--- src/rtl/mem_pkg.sv ---
// Shared definitions for the memory arbiter slice.
// Holds the default geometry of a line transfer, the arbiter FSM state
// encoding and the requester identifiers used by the picker and the top.
package mem_pkg;

    localparam int BURST_LEN_DEFAULT = 8;
    localparam int ADDR_W_DEFAULT    = 64;
    localparam int DATA_W_DEFAULT    = 64;

    typedef enum logic [1:0] {
        IDLE  = 2'd0,
        ADDR  = 2'd1,
        BURST = 2'd2,
        DONE  = 2'd3
    } arb_state_e;

    typedef enum logic {
        REQ_I = 1'b0,
        REQ_D = 1'b1
    } requester_e;

endpackage

--- src/rtl/mem_arb_rr.sv ---
// Two-way round-robin picker.
// Ports:
//   i_req, d_req : pending requests from icache and dcache
//   last         : requester served by the previous transaction
//   winner       : requester to grant; only meaningful when a request is up
module mem_arb_rr
    import mem_pkg::*;
(
    input  logic       i_req,
    input  logic       d_req,
    input  requester_e last,
    output requester_e winner
);

    always_comb begin
        winner = REQ_D;
        if (i_req && d_req) begin
            // On a tie the side that was not served last takes the grant.
            winner = (last == REQ_I) ? REQ_D : REQ_I;
        end else if (i_req) begin
            winner = REQ_I;
        end
    end

endmodule

--- src/rtl/mem_arbiter.sv ---
// Arbiter sharing one burst memory port between an icache (refill only)
// and a dcache (refill or writeback).
// Ports:
//   clk, reset                 : clock, asynchronous active-low reset
//   i_req/i_addr               : icache request and line address
//   i_rdata/i_rvalid/i_done    : icache read beat, strobe, completion pulse
//   d_req/d_we/d_addr/d_wdata  : dcache request, direction, address, write beat
//   d_rdata/d_rvalid           : dcache read beat and strobe
//   d_wnext/d_done             : write beat consumed, completion pulse
//   m_req/m_we/m_addr/m_wdata  : memory address phase and write data
//   m_ack/m_beat/m_rdata       : memory address accept, beat strobe, read data
//   i_busy/d_busy              : requester pending or being served
module mem_arbiter
    import mem_pkg::*;
#(
    parameter int BURST_LEN = BURST_LEN_DEFAULT,
    parameter int ADDR_W    = ADDR_W_DEFAULT,
    parameter int DATA_W    = DATA_W_DEFAULT
) (
    input  logic              clk,
    input  logic              reset,
    input  logic              i_req,
    input  logic [ADDR_W-1:0] i_addr,
    output logic [DATA_W-1:0] i_rdata,
    output logic              i_rvalid,
    output logic              i_done,
    input  logic              d_req,
    input  logic              d_we,
    input  logic [ADDR_W-1:0] d_addr,
    input  logic [DATA_W-1:0] d_wdata,
    output logic [DATA_W-1:0] d_rdata,
    output logic              d_rvalid,
    output logic              d_wnext,
    output logic              d_done,
    output logic              m_req,
    output logic              m_we,
    output logic [ADDR_W-1:0] m_addr,
    output logic [DATA_W-1:0] m_wdata,
    input  logic              m_ack,
    input  logic              m_beat,
    input  logic [DATA_W-1:0] m_rdata,
    output logic              i_busy,
    output logic              d_busy
);

    localparam int                CNT_W     = $clog2(BURST_LEN) + 1;
    localparam logic [CNT_W-1:0]  LAST_BEAT = CNT_W'(BURST_LEN - 1);

    arb_state_e        state;
    requester_e        winner_q;
    requester_e        last_q;
    requester_e        pick;
    logic [CNT_W-1:0]  cnt_q;

    logic burst_beat;
    logic rd_beat;
    logic active;

    mem_arb_rr u_rr (
        .i_req  (i_req),
        .d_req  (d_req),
        .last   (last_q),
        .winner (pick)
    );

    // Winner, address and direction are captured at grant and held until
    // DONE, so requester inputs moving mid-transaction have no effect.
    always_ff @(posedge clk or negedge reset) begin
        if (!reset) begin
            state    <= IDLE;
            winner_q <= REQ_I;
            last_q   <= REQ_I;
            cnt_q    <= '0;
            m_req    <= 1'b0;
            m_we     <= 1'b0;
            m_addr   <= '0;
            i_done   <= 1'b0;
            d_done   <= 1'b0;
        end else begin
            case (state)
                IDLE: begin
                    if (i_req || d_req) begin
                        winner_q <= pick;
                        m_we     <= (pick == REQ_D) && d_we;
                        m_addr   <= (pick == REQ_D) ? d_addr : i_addr;
                        m_req    <= 1'b1;
                        state    <= ADDR;
                    end
                end
                ADDR: begin
                    if (m_ack) begin
                        cnt_q <= '0;
                        m_req <= 1'b0;
                        state <= BURST;
                    end
                end
                BURST: begin
                    if (m_beat) begin
                        cnt_q <= cnt_q + 1'b1;
                        if (cnt_q == LAST_BEAT) begin
                            i_done <= (winner_q == REQ_I);
                            d_done <= (winner_q == REQ_D);
                            state  <= DONE;
                        end
                    end
                end
                DONE: begin
                    i_done <= 1'b0;
                    d_done <= 1'b0;
                    last_q <= winner_q;
                    m_we   <= 1'b0;
                    m_addr <= '0;
                    state  <= IDLE;
                end
                default: state <= IDLE;
            endcase
        end
    end

    // Beat routing is combinational so read data reaches the cache in the
    // same cycle as m_beat; m_we is only ever set for a dcache writeback.
    assign active     = (state != IDLE);
    assign burst_beat = (state == BURST) && m_beat;
    assign rd_beat    = burst_beat && !m_we;

    assign i_rvalid = rd_beat && (winner_q == REQ_I);
    assign d_rvalid = rd_beat && (winner_q == REQ_D);
    assign i_rdata  = i_rvalid ? m_rdata : '0;
    assign d_rdata  = d_rvalid ? m_rdata : '0;
    assign d_wnext  = burst_beat && m_we;
    assign m_wdata  = m_we ? d_wdata : '0;

    assign i_busy = i_req || (active && (winner_q == REQ_I));
    assign d_busy = d_req || (active && (winner_q == REQ_D));

endmodule

--- config.mk ---
export PLATFORM = sky130hd
export DESIGN_NAME = mem_arbiter
export DESIGN_NICKNAME = d
export VERILOG_FILES = /design/src/rtl/mem_pkg.sv /design/src/rtl/mem_arb_rr.sv /design/src/rtl/mem_arbiter.sv
export SDC_FILE = /design/constraint.sdc
export NUM_CORES = 1
export LEC_CHECK = 0
export ABC_AREA = 1
export CAP_MARGIN = 10
export CELL_PAD_IN_SITES_DETAIL_PLACEMENT = 1
export CELL_PAD_IN_SITES_GLOBAL_PLACEMENT = 1
export CORE_AREA = 2 2 205 207
export DETAILED_ROUTE_END_ITERATION = 12
export DIE_AREA = 0 0 207 209
export MAX_ROUTING_LAYER = met4
export PLACE_DENSITY_LB_ADDON = 0.1
export SYNTH_ARGS = -nofsm -noshare
export SYNTH_HDL_FRONTEND = slang
export SYNTH_SLANG_ARGS = --single-unit
--- constraint.sdc ---
create_clock -name clk -period 3.3 [get_ports clk]
set_clock_uncertainty 0.1 [all_clocks]
set_input_delay 0.495 -clock clk [delete_from_list [all_inputs] [get_ports clk]]
set_output_delay 0.495 -clock clk [all_outputs]
set_load 0.02 [all_outputs]
* After elaboration in Yosys (flattened, before gate mapping) *
Index checks and enable logic that the tools add are counted.

word-level totals
  bits in registers = 76
  word-level logic and storage cells = 72

operators by class
  mux-type cells = 28
  eq/ne operators = 8
  reduce and logical (&&, ||, !) cells = 25
  bitwise operators = 1
  add/sub/neg operators = 1

operators with widths
  kind                                                 count
  2-to-1 mux 64 bit                                    5
  case mux 64 bit (2 select lines)                     1
  2-to-1 mux 1 bit                                     10
  nonzero test 2 bit                                   5
  logical AND 1 bit                                    9
  AND reduction 3 bit                                  3
  2-to-1 mux 2 bit                                     4
  2-to-1 mux 4 bit                                     2
  != test 2 bit, second input constant                 4
  case mux 1 bit (2 select lines)                      4
  case mux 2 bit (4 select lines)                      1
  case mux 4 bit (2 select lines)                      1
  adder 4 x 1 -> 4 bit, second input constant          1
  equality test 2 bit, second input constant           2
  equality test 4 x 3 -> 1 bit, second input constant  1
  AND reduction 2 bit                                  2
  AND reduction 4 bit                                  1
  logical OR 1 bit                                     3
  equality test 2 x 1 -> 1 bit, second input constant  1
  logical NOT 2 bit                                    1
  logical NOT 1 bit                                    1
  NOT 1 bit                                            1

* Logic depth before layout (Yosys ltp) *
  depth after elaboration = 5
  gate-level depth with buffers = 9

* Cells and area by module *
From an unflattened synthesis, not the netlist that was laid out.

unflattened totals
  cell total of the unflattened synthesis = 859
  area total of the unflattened synthesis = 5310.1 µm²

modules (own cells, without submodules)
  module       cells each  times used  sequential area each (µm²)  area each (µm²)
  mem_arbiter  856         1           1901.8                      5298.8
  mem_arb_rr   3           1           0.0                         11.3

* Least setup slack after synthesis *
No wires, ideal clock.

  kind = register to output
  from = reg state[0]
  to = out i_rdata[54]
  stages on the path, launching flop included = 9
  arrival = 1541 ps
  setup slack = 1164 ps
  required time = 2705 ps
  cell sequence = dfrtp_1 > inv_1 > ha_1 > nand2_2 > inv_2 > nand3_1 > buf_4 > buf_6 > nor2_1

between the ends
  cells in the longest elaborated chain, start to end = 5

ends and longest elaborated chain
  element                 line                RTL
  start, declared         mem_arbiter.sv:49   arb_state_e state;
  start signal, assigned  mem_arbiter.sv:70   state <= IDLE;
  start signal, assigned  mem_arbiter.sv:87   state <= ADDR;
  start signal, assigned  mem_arbiter.sv:94   state <= BURST;
  equality test 2 bit     mem_arbiter.sv:123  assign burst_beat = (state == BURST) && m_beat;
  logical AND 1 bit       mem_arbiter.sv:123
  logical AND 1 bit       mem_arbiter.sv:124  assign rd_beat = burst_beat && !m_we;
  logical AND 1 bit       mem_arbiter.sv:126  assign i_rvalid = rd_beat && (winner_q == REQ_I);
  2-to-1 mux 64 bit       mem_arbiter.sv:128  assign i_rdata = i_rvalid ? m_rdata : '0;
  end, declared           mem_arbiter.sv:24   output logic [DATA_W-1:0] i_rdata,

Every way passes these cells.

* Worst setup path in the final report *
  from = reg state[0]
  to = out d_rdata[11]

between the ends
  cells in the longest elaborated chain, start to end = 5

ends and longest elaborated chain
  element              line                RTL
  equality test 2 bit  mem_arbiter.sv:123
  logical AND 1 bit    mem_arbiter.sv:123
  logical AND 1 bit    mem_arbiter.sv:124
  logical AND 1 bit    mem_arbiter.sv:127  assign d_rvalid = rd_beat && (winner_q == REQ_D);
  2-to-1 mux 64 bit    mem_arbiter.sv:129  assign d_rdata = d_rvalid ? m_rdata : '0;
  end, declared        mem_arbiter.sv:31   output logic [DATA_W-1:0] d_rdata,

Every way passes these cells.

==> impl_metrics.csv <==
group,metric,value,unit
flow_run,maxCapViolCount,0,
synthesis,ys.flop_type,"dfrtp_1",
synthesis,syn_nets,1256,
routing,wl,36.1,mm
grt,grt_pass1_vias,7744,
floorplanning,dieArea,43300,µm²
power,p_comb_share,63.9,%
routing,drt_drc_violations_left,0,
critical_path,worstPathArrival,2.52,ns
placed_design,numPortBuffers,527,
clock_network,worstSkewPairLatency,0.36,ns
routing,routed.top_layer,"met4",
power,p_total,7.62,mW
synthesis,ys_types,19,
critical_path,rrSetupSlack,1.27,ns
layout,area_growth,108,%
critical_path,cp.required,2.70,ns
critical_path,cp_max_fo,65,
sta,period_minus_slack,3.11,ns
synthesis,synth-seq-cells,76,
placed_design,dp_worst_setup_slack,0.293,ns
clock_network,cts_root_buf,"clkbuf_16",
layout,final_util,28.8,%
placed_design,dp_cells,2011,
routing,routedWlPerCell,17.8,µm
sta,worstMarginPinSlew,0.630,ns
clock_network,h-tree-depth,3,
routing,viasPerCell,3.72,
clock_network,numCtsBuffers,9,
grt,grt.total_usage,16.7,%
floorplanning,start_util,13.8,%
power,intPower,4.12,mW
layout,n_fill_cell,5114,
routing,num_vias,7567,
synthesis,synthTopCellsByArea,"dfrtp_1 33%, nand2_1 19%, inv_1 18%",
synthesis,seq_area_frac_synth,33.3,%
sta,finalHoldViolCount,0,
sta,fin_crit_sh,94.4,%
critical_path,worstReg2RegStart,"state[0]$_DFFE_PN0P_",
synthesis,synth_top_area_share,33.3,%
floorplanning,die_w,207,µm
layout,final_cells,2032,
power,power_density,641,nW/µm²
layout,fin_nets,1751,
sta,grt_setup_unrepaired,"false",
power,vdd_ir_drop_max,0.288,mV
power,p_sw,3.50,mW
grt,antenna_found_initial,5,
sta,finalWorstSetupSlack,0.186,ns
sta,setup_viol,0,
clock_network,cts_tree,"built",
sta,slew_headroom,58.0,%
power,leakage,6.22,nW
routing,ant_nets,0,
layout,multi_input_area,2460,µm²
critical_path,critical_path.startpoint_type,"flop",
routing,drt_iter0_markers,288,
placed_design,dpl-instance-area,11500,µm²
layout,drive_gt1_share,2.69,%
placed_design,dp_hpwl,29.4,mm
synthesis,synth.avg_cell_area,5.79,µm²
critical_path,crit_path_end_kind,"output pin",
worst_hold_path,min_path_type,"in -> async",
clock_network,clockBufferDepth,2,
power,swShare,46.0,%
power,power.share.clock,15.6,%
clock_network,clkTransAtPathRegs,0.06,ns
routing,wl_met2,17.9,mm
synthesis,netlist_area,5720,µm²
critical_path,criticalPathCategory,"reg -> out",
layout,final_area,11900,µm²
clock_network,clock_sinks,76,
sta,hold_ws,0.0427,ns
grt,grt_max_degree,69,
grt,grt-ovfl-total,0,
placed_design,finalWeightedCongestion,0.852,
sta,tns,0,ns
grt,grt_pass1_wl,52.2,mm
floorplanning,fp.coreArea,41300,µm²
critical_path,r2r_end,"m_addr[45]$_DFFE_PN0P_",
synthesis,yosysMostFrequentCell,"nand2_1",
sta,slew_viol_final,0,
floorplanning,fp.dieH,209,µm
critical_path,rr_worst_depth,7,
routing,wl_met3,2.55,mm
floorplanning,fp-row-count,75,
synthesis,yosys_warnings,0,
routing,wl_met1,14.9,mm
synthesis,async_reset_ff_share,100,%
sta,max_freq,321,MHz
run_status,status,"finished, final reports clean",
power,p_seq_share,20.5,%
synthesis,yosys.area.top_type,"dfrtp_1",
clock_network,cts.hold.buffers_added,0,
floorplanning,num_io_pins,528,
synthesis,syn_inst,988,
synthesis,synthTopCellsByCount,"290 x nand2_1, 274 x inv_1, 137 x nand3_1",
layout,seqCellArea,1900,µm²
synthesis,synth_edf_count,0,
routing,dr.pass1.iters,4,
==> timing repair <==
action / in CTS / in global routing
setup buffers: 0 / 0
resized for setup: 0 / 1
endpoints found under the setup margin: 0 / 3
==> routing by layer <==
layer	up-vias	global-route usage, %
li1	3801	-
met5	-	-
met1	3455	18.7
met4	0	5.39
met2	284	28.3
met3	27	5.00
==> worst max path at each step <==
stage	cells after the start	slack, ns	from	to
detailed placement	7	0.29	m_beat	d_rdata[11]
global route	8	0.06	state[0]$_DFFE_PN0P_	d_rdata[11]
CTS	8	0.06	state[0]$_DFFE_PN0P_	d_rdata[11]
global placement	7	0.30	m_beat	d_rdata[11]
finish	8	0.19	state[0]$_DFFE_PN0P_	d_rdata[11]
floorplan	8	1.16	state[0]$_DFFE_PN0P_	i_rdata[54]
==> power groups by stage <==
| stage | logic, mW | registers (mW) | clock network, mW |
|---|---|---|---|
| 5_1_grt | 5.30 | 1.63 | 1.27 |
| 6_report | 4.87 | 1.56 | 1.19 |
| 4_1_cts | 4.99 | 1.57 | 1.24 |
| 3_3_place_gp | 4.96 | 1.57 | 0 |
| 2_1_floorplan | 2.07 | 1.97 | 0 |
| 3_5_place_dp | 4.98 | 1.58 | 0 |
==> flip-flops by register name, indices dropped and copies added, names as in the netlist <==
signal,flops
i_done,1
m_addr,64
m_we,1
d_done,1
state,2
winner_q,1
cnt_q,4
last_q,1
m_req,1
==> cells in the final DEF (no fill, tap or decap), types with 3 or more instances in the layout <==
| master | n |
|---|---|
| ha_1 | 4 |
| nand2_1 | 288 |
| buf_12 | 7 |
| nand2_2 | 3 |
| o21ai_0 | 6 |
| nand3_1 | 135 |
| nand4_1 | 3 |
| bufinv_16 | 3 |
| diode_2 | 5 |
| nor2_1 | 133 |
| inv_1 | 273 |
| clkdlybuf4s50_1 | 526 |
| buf_4 | 7 |
| dfrtp_1 | 75 |
| clkbuf_16 | 9 |
==> area by class of cell <==
class / count / area share, %
clock inverter: 6 / 0.948
tap: 539 / 5.68
sequential: 76 / 16.0
multi-input combinational: 581 / 20.7
inverter: 275 / 8.69
antenna: 5 / 0.105
timing repair buffer: 540 / 45.9
clock buffer: 10 / 1.93
==> cells by family after synthesis <==
kind of cell / after synthesis / share of synthesized area (%)
buffers and inverters: 331 / 24.3
AOI/OAI and AO/OA: 11 / 1.12
adders and majority gates: 5 / 1.09
DFF: 76 / 33.3
and+or+nand+nor: 565 / 40.3
==> worst max-delay path: stages (launching register included) <==
cell and delay (ns):
dfrtp_1 0.42, inv_1 0.10, ha_2 0.27, nand2_2 0.11, inv_2 0.09, nand3_2 0.09
buf_12 0.22, nor2_1 0.21, clkdlybuf4s50_1 0.64
Note: power is estimated with default switching activity, not from simulation.
